`src/rtl/text_console.sv`:
```
`timescale 1ns/1ps
// text_console: byte-stream console engine feeding the text-mode VRAM.
// Accepts bytes over valid/ready, interprets CR/LF/BS/FF, writes character
// cells, wraps and scrolls, and supplies cursor position and blink phase.
module text_console #(
  parameter int COLS      = 80,
  parameter int ROWS      = 60,
  parameter int BLINK_DIV = 50_000_000
) (
  input  logic        clk,
  input  logic        rst,
  input  logic        ch_valid,
  input  logic [7:0]  ch_data,
  output logic        ch_ready,
  input  logic        clr_req,
  input  logic [7:0]  attr,
  output logic [12:0] vram_addr,
  output logic [15:0] vram_wdata,
  output logic        vram_we,
  input  logic [15:0] vram_rdata,
  output logic [12:0] cursor,
  output logic        blink,
  output logic        busy
);

  localparam int BLINK_W = (BLINK_DIV > 1) ? $clog2(BLINK_DIV) : 1;

  localparam logic [12:0]        COLS_W      = 13'(COLS);
  localparam logic [12:0]        LAST_CELL   = 13'(ROWS * COLS - 1);
  localparam logic [12:0]        LAST_SCROLL = 13'((ROWS - 1) * COLS - 1);
  localparam logic [6:0]         LAST_COL    = 7'(COLS - 1);
  localparam logic [5:0]         LAST_ROW    = 6'(ROWS - 1);
  localparam logic [BLINK_W-1:0] BLINK_LAST  = BLINK_W'(BLINK_DIV - 1);

  typedef enum logic [2:0] {
    CLEAR        = 3'd0,
    IDLE         = 3'd1,
    PUT          = 3'd2,
    SCROLL_RD    = 3'd3,
    SCROLL_WR    = 3'd4,
    SCROLL_BLANK = 3'd5
  } state_t;

  state_t             state_r, state_s;
  logic [12:0]        idx_r, idx_s;
  logic [5:0]         row_r, row_s;
  logic [6:0]         col_r, col_s;
  logic [7:0]         code_r, code_s;
  logic [BLINK_W-1:0] blink_cnt_r;
  logic               blink_r;

  logic [12:0] cell_addr_s;
  logic [15:0] space_cell_s;
  logic        adv_row_s;
  logic        we_s;
  logic        ready_s;
  logic [12:0] addr_s;
  logic [15:0] wdata_s;

  // Linear cell address of the cursor; a constant multiply reduces to shifts/adds.
  assign cell_addr_s  = ({7'd0, row_r} * COLS_W) + {6'd0, col_r};
  assign space_cell_s = {attr, 8'h20};

  assign vram_addr  = addr_s;
  assign vram_wdata = wdata_s;
  assign vram_we    = we_s & ~rst;
  assign ch_ready   = ready_s;
  assign cursor     = {row_r, col_r};
  assign busy       = (state_r != IDLE);
  assign blink      = blink_r;

  // FSM and cursor state registers; reset restarts a full clear.
  always_ff @(posedge clk) begin
    if (rst) begin
      state_r <= CLEAR;
      idx_r   <= 13'd0;
      row_r   <= 6'd0;
      col_r   <= 7'd0;
      code_r  <= 8'd0;
    end else begin
      state_r <= state_s;
      idx_r   <= idx_s;
      row_r   <= row_s;
      col_r   <= col_s;
      code_r  <= code_s;
    end
  end

  // Next-state, cursor movement and VRAM bus drive for each state.
  always_comb begin
    state_s   = state_r;
    idx_s     = idx_r;
    row_s     = row_r;
    col_s     = col_r;
    code_s    = code_r;
    addr_s    = 13'd0;
    wdata_s   = 16'd0;
    we_s      = 1'b0;
    ready_s   = 1'b0;
    adv_row_s = 1'b0;

    case (state_r)
      CLEAR: begin
        addr_s  = idx_r;
        wdata_s = space_cell_s;
        we_s    = 1'b1;
        if (idx_r == LAST_CELL) begin
          idx_s   = 13'd0;
          row_s   = 6'd0;
          col_s   = 7'd0;
          state_s = IDLE;
        end else begin
          idx_s = idx_r + 13'd1;
        end
      end

      IDLE: begin
        // A clear request takes priority and holds off the byte stream.
        if (clr_req) begin
          idx_s   = 13'd0;
          state_s = CLEAR;
        end else begin
          ready_s = 1'b1;
          if (ch_valid) begin
            code_s  = ch_data;
            state_s = PUT;
          end else begin
            state_s = IDLE;
          end
        end
      end

      PUT: begin
        state_s = IDLE;
        if ((code_r >= 8'h20) && (code_r <= 8'h7E)) begin
          addr_s  = cell_addr_s;
          wdata_s = {attr, 1'b0, code_r[6:0]};
          we_s    = 1'b1;
          if (col_r == LAST_COL) begin
            col_s     = 7'd0;
            adv_row_s = 1'b1;
          end else begin
            col_s = col_r + 7'd1;
          end
        end else if (code_r == 8'h0D) begin
          col_s = 7'd0;
        end else if (code_r == 8'h0A) begin
          col_s     = 7'd0;
          adv_row_s = 1'b1;
        end else if (code_r == 8'h08) begin
          // Backspace blanks the cell left of the cursor; inert at column 0.
          if (col_r != 7'd0) begin
            col_s   = col_r - 7'd1;
            addr_s  = cell_addr_s - 13'd1;
            wdata_s = space_cell_s;
            we_s    = 1'b1;
          end else begin
            col_s = col_r;
          end
        end else if (code_r == 8'h0C) begin
          idx_s   = 13'd0;
          state_s = CLEAR;
        end else begin
          state_s = IDLE;
        end

        // Moving past the last row pins the cursor there and scrolls instead.
        if (adv_row_s) begin
          if (row_r == LAST_ROW) begin
            idx_s   = 13'd0;
            state_s = SCROLL_RD;
          end else begin
            row_s = row_r + 6'd1;
          end
        end else begin
          row_s = row_r;
        end
      end

      SCROLL_RD: begin
        addr_s  = idx_r + COLS_W;
        state_s = SCROLL_WR;
      end

      SCROLL_WR: begin
        addr_s  = idx_r;
        wdata_s = vram_rdata;
        we_s    = 1'b1;
        idx_s   = idx_r + 13'd1;
        if (idx_r == LAST_SCROLL) begin
          state_s = SCROLL_BLANK;
        end else begin
          state_s = SCROLL_RD;
        end
      end

      SCROLL_BLANK: begin
        addr_s  = idx_r;
        wdata_s = space_cell_s;
        we_s    = 1'b1;
        if (idx_r == LAST_CELL) begin
          idx_s   = 13'd0;
          row_s   = LAST_ROW;
          col_s   = 7'd0;
          state_s = IDLE;
        end else begin
          idx_s = idx_r + 13'd1;
        end
      end

      default: begin
        idx_s   = 13'd0;
        state_s = CLEAR;
      end
    endcase
  end

  // Free-running blink divider, independent of the FSM.
  always_ff @(posedge clk) begin
    if (rst) begin
      blink_cnt_r <= '0;
      blink_r     <= 1'b0;
    end else if (blink_cnt_r == BLINK_LAST) begin
      blink_cnt_r <= '0;
      blink_r     <= ~blink_r;
    end else begin
      blink_cnt_r <= blink_cnt_r + BLINK_W'(1);
    end
  end

endmodule

```
`config.mk`:
```
export PLATFORM = sky130hd
export DESIGN_NAME = text_console
export DESIGN_NICKNAME = d
export VERILOG_FILES = /design/src/rtl/text_console.sv
export SDC_FILE = /design/constraint.sdc
export NUM_CORES = 1
export LEC_CHECK = 0
export ABC_AREA = 1
export CELL_PAD_IN_SITES_DETAIL_PLACEMENT = 1
export CELL_PAD_IN_SITES_GLOBAL_PLACEMENT = 2
export CORE_MARGIN = 2
export CORE_UTILIZATION = 29
export CTS_CLUSTER_DIAMETER = 30
export CTS_CLUSTER_SIZE = 20
export DETAILED_ROUTE_END_ITERATION = 8
export PLACE_DENSITY = 0.81
export RECOVER_POWER = 25
export SLEW_MARGIN = 20
export SYNTH_ARGS = -nofsm -noshare
export SYNTH_HDL_FRONTEND = slang
export SYNTH_SLANG_ARGS = --single-unit
```
`constraint.sdc`:
```
create_clock -name clk -period 3.2 [get_ports clk]
set_input_delay 0.48 -clock clk [delete_from_list [all_inputs] [get_ports clk]]
set_output_delay 0.48 -clock clk [all_outputs]
set_load 0.005 [all_outputs]
```
After elaboration in Yosys (flattened, before gate mapping)
Cells that the tools add are included.
{ "totals": {"regBits": 64, "latchBits": 0, "ram_bits": 0, "mem_bits_ro": 0, "in_bits": 36, "word_cells": 118, "n_memories": 0} }
{ "op_classes": {"n_addsub": 8, "multipliers": 1, "div": 0, "magnitude_cmp": 2, "n_eq_ne": 23, "shifts": 0, "n_mux": 60, "bitwise_logic": 5, "reduce_logical": 12} }
{ "ops": {"columns": ["cell", "count"], "rows": [
  ["two-way mux 13 bit", 14],
  ["two-way mux 16 bit", 5],
  ["case mux 13 bit (5 select lines)", 1],
  ["two-way mux 7 bit", 7],
  ["case mux 16 bit (3 select lines)", 1],
  ["case mux 13 bit (3 select lines)", 1],
  ["== test 8 x 4 -> 1 bit (second input constant)", 4],
  ["adder 26 x 1 -> 26 bit (second input constant)", 1],
  ["== test 13 bit (second input constant)", 2],
  ["== test 26 bit (second input constant)", 1],
  ["two-way mux 6 bit", 4],
  ["case mux 6 bit (3 select lines)", 1],
  ["two-way mux 1 bit", 17],
  ["case mux 3 bit (5 select lines)", 1],
  ["case mux 7 bit (2 select lines)", 1],
  ["adder 13 x 1 -> 13 bit (second input constant)", 1],
  ["adder 13 x 7 -> 13 bit", 1],
  ["adder 13 x 7 -> 13 bit (second input constant)", 1],
  ["subtractor 13 x 1 -> 13 bit (second input constant)", 1],
  ["two-way mux 3 bit", 4],
  ["inequality test 2 bit (second input constant)", 5],
  ["inequality test 5 bit (second input constant)", 2],
  ["multiplier 6 x 3 -> 9 bit (second input constant)", 1],
  ["greater-or-equal comparator 8 x 6 -> 1 bit (second input constant)", 1],
  ["26 further kinds", 33]
]} }

Logic depth before layout (Yosys ltp)
Gate-level depths: netlist of run 1.
{ "logic_depth": {"word_depth": 9, "mapped_depth": 16, "ltp_nobuf": 16} }

Worst setup path after synthesis of run 1
No wires, ideal clock.
{ "synth_path": {"path_kind": "reg2out", "start": "register row_r[1]", "end": "output port vram_addr[12]", "arrival_ns": 2.267, "path_slack_ns": 0.453, "stages_incl_launch_ff": 16, "n_path_buf": 0, "path_cell_list": "dfxtp_1 ha_1 ha_1 fa_1 nand2_1 nor2_1 nand2_1 nand2_1 nand2_1 nand2_1 nand2_1 nor2_1 nand3_1 nand2_1 nand3_1 nand2_1"} }
{ "synth_via": {"elab_chain_len": 9} }
{ "synth_lines": {"columns": ["item", "line_no", "rtl"], "rows": [
  ["start: declaration", "46", "logic [5:0] row_r, row_s;"],
  ["start signal: assignment", "83", "row_r <= row_s;"],
  ["multiplier 6 x 3 -> 9 bit (*)", "61", "assign cell_addr_s = ({7'd0, row_r} * COLS_W) + {6'd0, col_r};"],
  ["adder 13 x 7 -> 13 bit (*)", "61", null],
  ["subtractor 13 x 1 -> 13 bit", "154", "addr_s = cell_addr_s - 13'd1;"],
  ["two-way mux 13 bit", "152", "if (col_r != 7'd0) begin"],
  ["two-way mux 13 bit", "150", "end else if (code_r == 8'h08) begin"],
  ["two-way mux 13 bit", "147", "end else if (code_r == 8'h0A) begin"],
  ["two-way mux 13 bit", "145", "end else if (code_r == 8'h0D) begin"],
  ["two-way mux 13 bit (*)", "135", "if ((code_r >= 8'h20) && (code_r <= 8'h7E)) begin"],
  ["case mux 13 bit (3 select lines) (*)", "102", "case (state_r)"],
  ["end: declaration", "17", "output logic [12:0] vram_addr,"]
]} }
Every way passes the cells marked *; elsewhere a longest branch is shown, timed or not.

Worst setup path after layout of run 1
{ "layout_path": {"start": "register row_r[1]", "end": "output port vram_addr[10]"} }
The elaborated chain is that of the path after synthesis.

==> results of run 1 <==
registers in the layout (all words and copies together) (netlist names):
signal and count:
col_r 7, row_r 6, blink 1, state_r 3
code_r 8, idx_r 13, blink_cnt_r 26
cell usage after synthesis (2+ instances only):
master    count
dfxtp_1      64
or2_2         7
a31oi_1       3
nand3_2       2
inv_1       106
xnor2_1       5
nand3b_1      4
o21ai_0      62
xor2_1       18
a32o_1        2
nand2_2      12
buf_2         9
o22ai_1       2
nor3_4        3
o21bai_1      2
nand3_1      78
o211ai_1     11
nor4_1        5
ha_1         19
nand2_1     208
nor2_4        5
clkbuf_1      5
nand4_1      15
o21ai_1       7
a21oi_1      45
inv_2        10
nor2_2        2
nor3_2        3
fa_1          2
buf_4         2
nor3_1       15
nand3_4       2
nor2_1       73
nor3b_1       5
layer usage:
| layer | share of wire | track usage | vias to the layer above | wire, µm |
|---|---|---|---|---|
| met3 | 0.032 | 0.0364 | 16 | 588 |
| met1 | 0.50 | 0.286 | 2698 | 9180 |
| met2 | 0.46 | 0.329 | 70 | 8540 |
| met5 | 0 | 0 | - | 0 |
| li1 | - | - | 2942 | - |
| met4 | 0.011 | 0.0389 | 0 | 205 |
worst register-to-register path, cell delays in order, from the launching register on:
cell      delay, ns
dfxtp_1        0.50
inv_1          0.15
nor3_1         0.37
clkinv_1       0.20
nor2_1         0.32
nand2_1        0.41
o21ai_0        0.32
a21oi_1        0.06
stage by stage:
step	hold WS (ns)	util	TNS [ns]
2_1_floorplan	0.417	-	0
3_3_place_gp	0.430	0.366	-0.247
3_5_place_dp	0.434	0.366	-0.392
4_1_cts	0.450	0.389	-0.179
5_1_grt	0.482	0.393	-0.968
6_report	0.443	0.393	-0.0849
final cells by class:
| type | instances | area (µm²) |
|---|---|---|
| Tap cell | 225 | 282 |
| Fill cell | 2257 | 10500 |
| Clock inverter | 7 | 103 |
| Clock buffer | 9 | 225 |
| Inverter | 116 | 435 |
| Sequential cell | 64 | 1290 |
| Multi-Input combinational cell | 629 | 3430 |
| Timing Repair Buffer | 118 | 1070 |
cell families after synthesis:
logic type	after synthesis	synth area share
AOI/OAI and AO/OA	141	0.151
buffers and inverters	135	0.104
xor gates and xnor gates	23	0.0391
DFF	64	0.249
adders and majority gates	21	0.0539
and+or+nand+nor	444	0.403
power groups by stage:
stage                     Combinational, mW  Clock (mW)  Sequential (mW)
after floorplan                      0.0437           0            0.825
after global placement                0.121           0            0.827
after detailed placement              0.123           0            0.827
after CTS                             0.124        1.15            0.809
after global routing                  0.136        1.19            0.809
final                                 0.121        1.13            0.808
repair_timing:
action	CTS	global route
endpoints found under the hold margin	0	0
buffers inserted	4	5
pin swaps	8	10
setup endpoints to repair	8	13
gates resized for setup	41	22
path summary, 6_finish.rpt:
path / cells after the start / from / slack [ns] / end
hold / removal: 1 / blink_cnt_r[0] / 0.44 / blink_cnt_r[0]
setup / recovery: 16 / row_r[1] / -0.07 / vram_addr[10]
hold reg to reg: 1 / blink_cnt_r[0] / 0.44 / blink_cnt_r[0]
setup reg to reg: 7 / state_r[0] / 0.74 / code_r[7]
==> run_results.csv, run 1 <==
group,metric,value,unit
clock_network,numCtsBuffers,9,
placement,gp_congestion,0.812,
global_routing,grt_pass1_wl,29900,µm
synth,async_flop_share,0,
setup_path,crit_path_end_kind,"primary output",
finish,final_area,6830,µm²
pwr,ir_worst_vdd,252,µV
synth,synthDominantCellAreaShare,0.249,
synth,ys_warn_count,0,
synth,synth_cells,828,
clock_network,cts.clk_slew.worst_paths,0.07,ns
setup_path,worst_ep_arrival_time,2.79,ns
placement,placed_area,6350,µm²
finish,diodes,0,
clock_network,cts_tree,"built",
setup_path,crit_type,"reg -> out",
synth,synthDistinctLibCells,49,
synth,ys_dominant_reg_cell,"dfxtp_1",
floorplan,placementRows,48,
clock_network,htree_levels,3,
synth,yosys-top-cells-area,"dfxtp_1, nand2_1, inv_1",
finish,drive_gt1_frac,0.133,
setup_path,crit_path_max_fanout,2,
setup_path,worst_path_most_repeated_cell,"nand2_1",
route,initialDrtViolationCount,200,
pwr,sw_frac_of_total,0.240,
run_status,violations,"negative setup slack",
route,ant_nets,0,
pwr,p_comb_frac,0.059,
finish,final_common_cell,"nand2_1",
timing,layout_setup_ws,-0.0664,ns
synth,synth.cell_area,5150,µm²
clock_network,clk_latency,0.35,ns
floorplan,die_w,137,µm
synth,seq_area_frac_synth,0.249,
timing,fmax,306,MHz
global_routing,overflow,0,
pwr,clkPwrFrac,0.548,
floorplan,io_pins,82,
timing,min_period,3.27,ns
clock_network,cts_hold_buf,0,
setup_path,path_buf_inv,3,
placement,io_buffers,81,
placement,dp_hpwl,14300,µm
timing,skew,0.0120,ns
synth,syn_nets,885,
timing,rsz0062_at_grt,"yes",
global_routing,grt_pass1_vias,5705,
timing,drv_slew,0,
timing,fin_crit_sh,1.02,
worst_hold_path,hold_path_class,"reg -> reg",
setup_path,path_delay_family,"adder cells",
global_routing,grt_usage,0.204,
clock_network,ctsRootBufferMaster,"clkbuf_16",
route,num_vias,5726,
global_routing,grt_max_degree,29,
route,totalWireLength,18500,µm
route,wl_per_cell,15.9,µm
synth,yosysTopAreaCell,"dfxtp_1",
finish,nNetsFinal,995,
floorplan,initial_core_util,0.297,
run_status,status,"finished, violations left",
floorplan,dieHeight,137,µm
pwr,pwr_density_cell,301,nW/µm²
global_routing,antenna_found_initial,0,
synth,syn_area_per_cell,6.22,µm²
synth,ys_seq_elements,64,
timing,relSlewSlack,0.579,
pwr,p_sw,494,µW
finish,area_growth,32.5,%
finish,fin_cells,1168,
pwr,seqPwrFrac,0.393,
floorplan,dieArea,18800,µm²
setup_path,cp.required,2.72,ns
placement,dp_cells,1143,
route,drc,0,
synth,synth-edff-count,0,
job,max-cap-violations,0,
pwr,leakage,3.02,nW
setup_path,path_cells,"ha_4 -> ha_4 -> fa_1 -> nand2_1 -> nor2_1 -> nand2_1 -> nand2_1 -> nand2_2 -> nand2_4 -> nand2_4 -> nor2_4 -> buf_4 -> buf_4 -> xor2_1 -> o21ai_1 -> buf_2",
floorplan,core,17400,µm²
pwr,p_total,2.06,mW
setup_path,slowest_stage,"fa_1",
clock_network,cts_num_sinks,64,
finish,mostFrequentLayoutCells,"nand2_1, inv_1, nand3_1",
setup_path,critPathMaxStageDelay,0.51,ns
setup_path,critPathLaunchType,"register",
placement,dp_slack,-0.186,ns
clock_network,cts_max_path_buffers,2,
timing,tightest_slew,0.631,ns
timing,timing.final.hold_violations,0,
timing,setup_violations,3,
route,drt_first_pass_iters,4,
route,viasPerCell,4.90,
pwr,p_int,1.56,mW
(Power assumes the default switching activity.)
==> run 2: changes to the inputs <==
--- a/config.mk
+++ b/config.mk
@@ -6,6 +6,7 @@
 export NUM_CORES = 1
 export LEC_CHECK = 0
 export ABC_AREA = 1
+export CAP_MARGIN = 10
 export CELL_PAD_IN_SITES_DETAIL_PLACEMENT = 1
 export CELL_PAD_IN_SITES_GLOBAL_PLACEMENT = 2
 export CORE_MARGIN = 2
@@ -15,6 +16,7 @@
 export DETAILED_ROUTE_END_ITERATION = 8
 export PLACE_DENSITY = 0.81
 export RECOVER_POWER = 25
+export SKIP_LAST_GASP = 1
 export SLEW_MARGIN = 20
 export SYNTH_ARGS = -nofsm -noshare
 export SYNTH_HDL_FRONTEND = slang
==> run 2 against run 1 <==
Effect of this change: the run still ends with negative setup slack left; combinational power barely moved; setup slack improved by 0.0036 ns; sequential power barely moved; critical path depth fell by 1; clock skew rose by 0.00054 ns; global-route usage barely moved; highest routed layer unchanged; register-to-register slack improved by 0.13 ns; die area did not move; utilization fell by 0.11 points; cell area fell by 0.28%; sequential cell count did not move; critical path type unchanged; final cell count fell by 0.17%.
==> run_results.csv, run 2 (synthesis gave the netlist of run 1 again) <==
group,metric,value,unit
placement,io_buffers,81,
worst_hold_path,hold_path_class,"reg -> reg",
route,drt_first_pass_iters,4,
timing,min_period,3.26,ns
floorplan,dieArea,18800,µm²
timing,rsz0062_at_grt,"yes",
setup_path,crit_path_max_fanout,3,
clock_network,cts_tree,"built",
setup_path,reg2reg_from,"state_r[0]",
worst_hold_path,min_to,"blink_cnt_r[0]",
clock_network,cts.clk_slew.worst_paths,0.06,ns
finish,final_core_util,0.392,
setup_path,worst_path_most_repeated_cell,"nand2_1",
finish,final_common_cell,"nand2_1",
floorplan,die_w,137,µm
placement,gp_congestion,0.812,
timing,layout_setup_ws,-0.0628,ns
timing,drv_slew,0,
finish,mostFrequentLayoutCells,"nand2_1, inv_1, nand3_1",
setup_path,rrSetupSlack,0.87,ns
job,max-cap-violations,0,
placement,placed_area,6350,µm²
finish,area_growth,32.1,%
finish,reg_top3,"blink_cnt_r: 26 flops, idx_r: 13 flops, code_r: 8 flops",
route,totalWireLength,18500,µm
route,ant_nets,0,
timing,fmax,306,MHz
setup_path,cp.required,2.72,ns
floorplan,core,17400,µm²
floorplan,dieHeight,137,µm
timing,skew,0.0126,ns
timing,setup_violations,3,
setup_path,path_cells,"ha_4 -> ha_4 -> fa_1 -> nand2_1 -> nor2_1 -> nand2_1 -> nand2_1 -> nand2_2 -> nand2_2 -> nand2_4 -> nor2_4 -> buf_6 -> xor2_1 -> o21ai_1 -> buf_2",
route,wl_per_cell,15.8,µm
route,drc,0,
clock_network,cts_max_path_buffers,2,
timing,timing.final.hold_violations,0,
timing,fin_crit_sh,1.02,
global_routing,grt_pass1_vias,5705,
timing,relSlewSlack,0.569,
finish,largest_reg_flops,26,
worst_hold_path,holdPathStages,1,
setup_path,reg2reg_depth,7,
clock_network,htree_levels,3,
global_routing,grt_pass1_wl,29900,µm
clock_network,cts_num_sinks,64,
setup_path,worst_ep_arrival_time,2.78,ns
finish,n_fill_cell,2256,
floorplan,io_pins,82,
run_status,violations,"negative setup slack",
clock_network,clk_latency,0.35,ns
global_routing,grt_max_degree,29,
floorplan,initial_core_util,0.297,
setup_path,critPathMaxStageDelay,0.53,ns
finish,nNetsFinal,993,
route,viasPerCell,4.91,
pwr,pwr_density_cell,302,nW/µm²
finish,multi_input_area,3430,µm²
setup_path,regToRegEndpoint,"code_r[7]",
finish,regArea,1280,µm²
setup_path,crit_path_end_kind,"primary output",
finish,fin_cells,1166,
global_routing,overflow,0,
setup_path,worstSetupStartpoint,"row_r[3]",
finish,diodes,0,
global_routing,grt_usage,0.204,
placement,dp_cells,1143,
placement,dp_slack,-0.186,ns
setup_path,crit_type,"reg -> out",
pwr,ir_worst_vdd,251,µV
finish,drive_gt1_frac,0.132,
floorplan,placementRows,48,
finish,largest_register,"blink_cnt_r",
timing,setup-tns-final,-0.129,ns
clock_network,ctsRootBufferMaster,"clkbuf_16",
setup_path,slowest_stage,"fa_1",
global_routing,antenna_found_initial,0,
route,initialDrtViolationCount,242,
timing,tightest_slew,0.647,ns
clock_network,numCtsBuffers,9,
finish,final_area,6810,µm²
placement,dp_hpwl,14300,µm
route,num_vias,5722,
worst_hold_path,holdCritStartpoint,"blink_cnt_r[0]",
run_status,status,"finished, violations left",
pwr,leakage,2.99,nW
setup_path,critPathLaunchType,"register",
[run 2: changes by cell type in the layout (fill, tap and decap cells not counted), sizes merged]
cell / previous run / this run
clkdlybuf4s50: 62 / 63
dlymetal6s2s: 1 / 0
dlygate4sd2: 3 / 2
buf: 40 / 37
clkbuf: 11 / 13
[run 2: layout make-up]
type	instances	share of cell area
well taps	225	0.0414
clock buffers	9	0.0331
flip-flops and latches	64	0.189
inverters	116	0.0643
clock inverters	7	0.0151
multi-input cells	629	0.503
repair buffers	116	0.154
[run 2: worst max path at each step]
stage               endpoint  slack (ns)  cells after the start
2_1_floorplan  vram_addr[12]        0.45                     15
3_5_place_dp   vram_addr[12]       -0.19                     16
3_3_place_gp   vram_addr[10]       -0.13                     14
4_1_cts        vram_addr[10]       -0.15                     16
5_1_grt        vram_addr[11]       -0.23                     18
6_report       vram_addr[10]       -0.06                     15
[run 2: per-stage QoR]
step / power (mW) / hold WS [ns]
finish: 2.05 / 0.445
global route: 2.13 / 0.482
CTS: 2.08 / 0.450
detailed placement: 0.949 / 0.434
global placement: 0.948 / 0.430
floorplan: 0.869 / 0.417
[run 2: report_power, final]
group | internal, mW | switching [mW] | leakage, nW | total, mW
registers | 0.803 | 0.00559 | 0.518 | 0.809
clock network | 0.691 | 0.434 | 0.157 | 1.12
logic | 0.0696 | 0.0522 | 2.32 | 0.122
total | 1.56 | 0.491 | 2.99 | 2.05
[run 2: critical path: cells and delay by family (launching register included)]
| kind | cells | cell delay [ns] |
|---|---|---|
| adders and majority gates | 3 | 0.93 |
| DFF | 1 | 0.33 |
| AOI/OAI and AO/OA | 1 | 0.09 |
| buffers and inverters | 2 | 0.26 |
| xor gates and xnor gates | 1 | 0.14 |
| and+or+nand+nor | 8 | 0.69 |
[run 2: timing repair]
item                       4_1_cts  5_1_grt
hold buffers                     0        0
setup endpoints to repair        8       13
resized for setup               37       32
setup buffers                    4        4
pin swaps                        8       22
[run 2: layer usage]
layer  vias up  track usage  part of all wire
met3        12       0.0364             0.030
met2        58        0.328              0.46
met1      2713        0.286              0.50
met5         -            0                 0
li1       2939            -                 -
met4         0       0.0389            0.0084
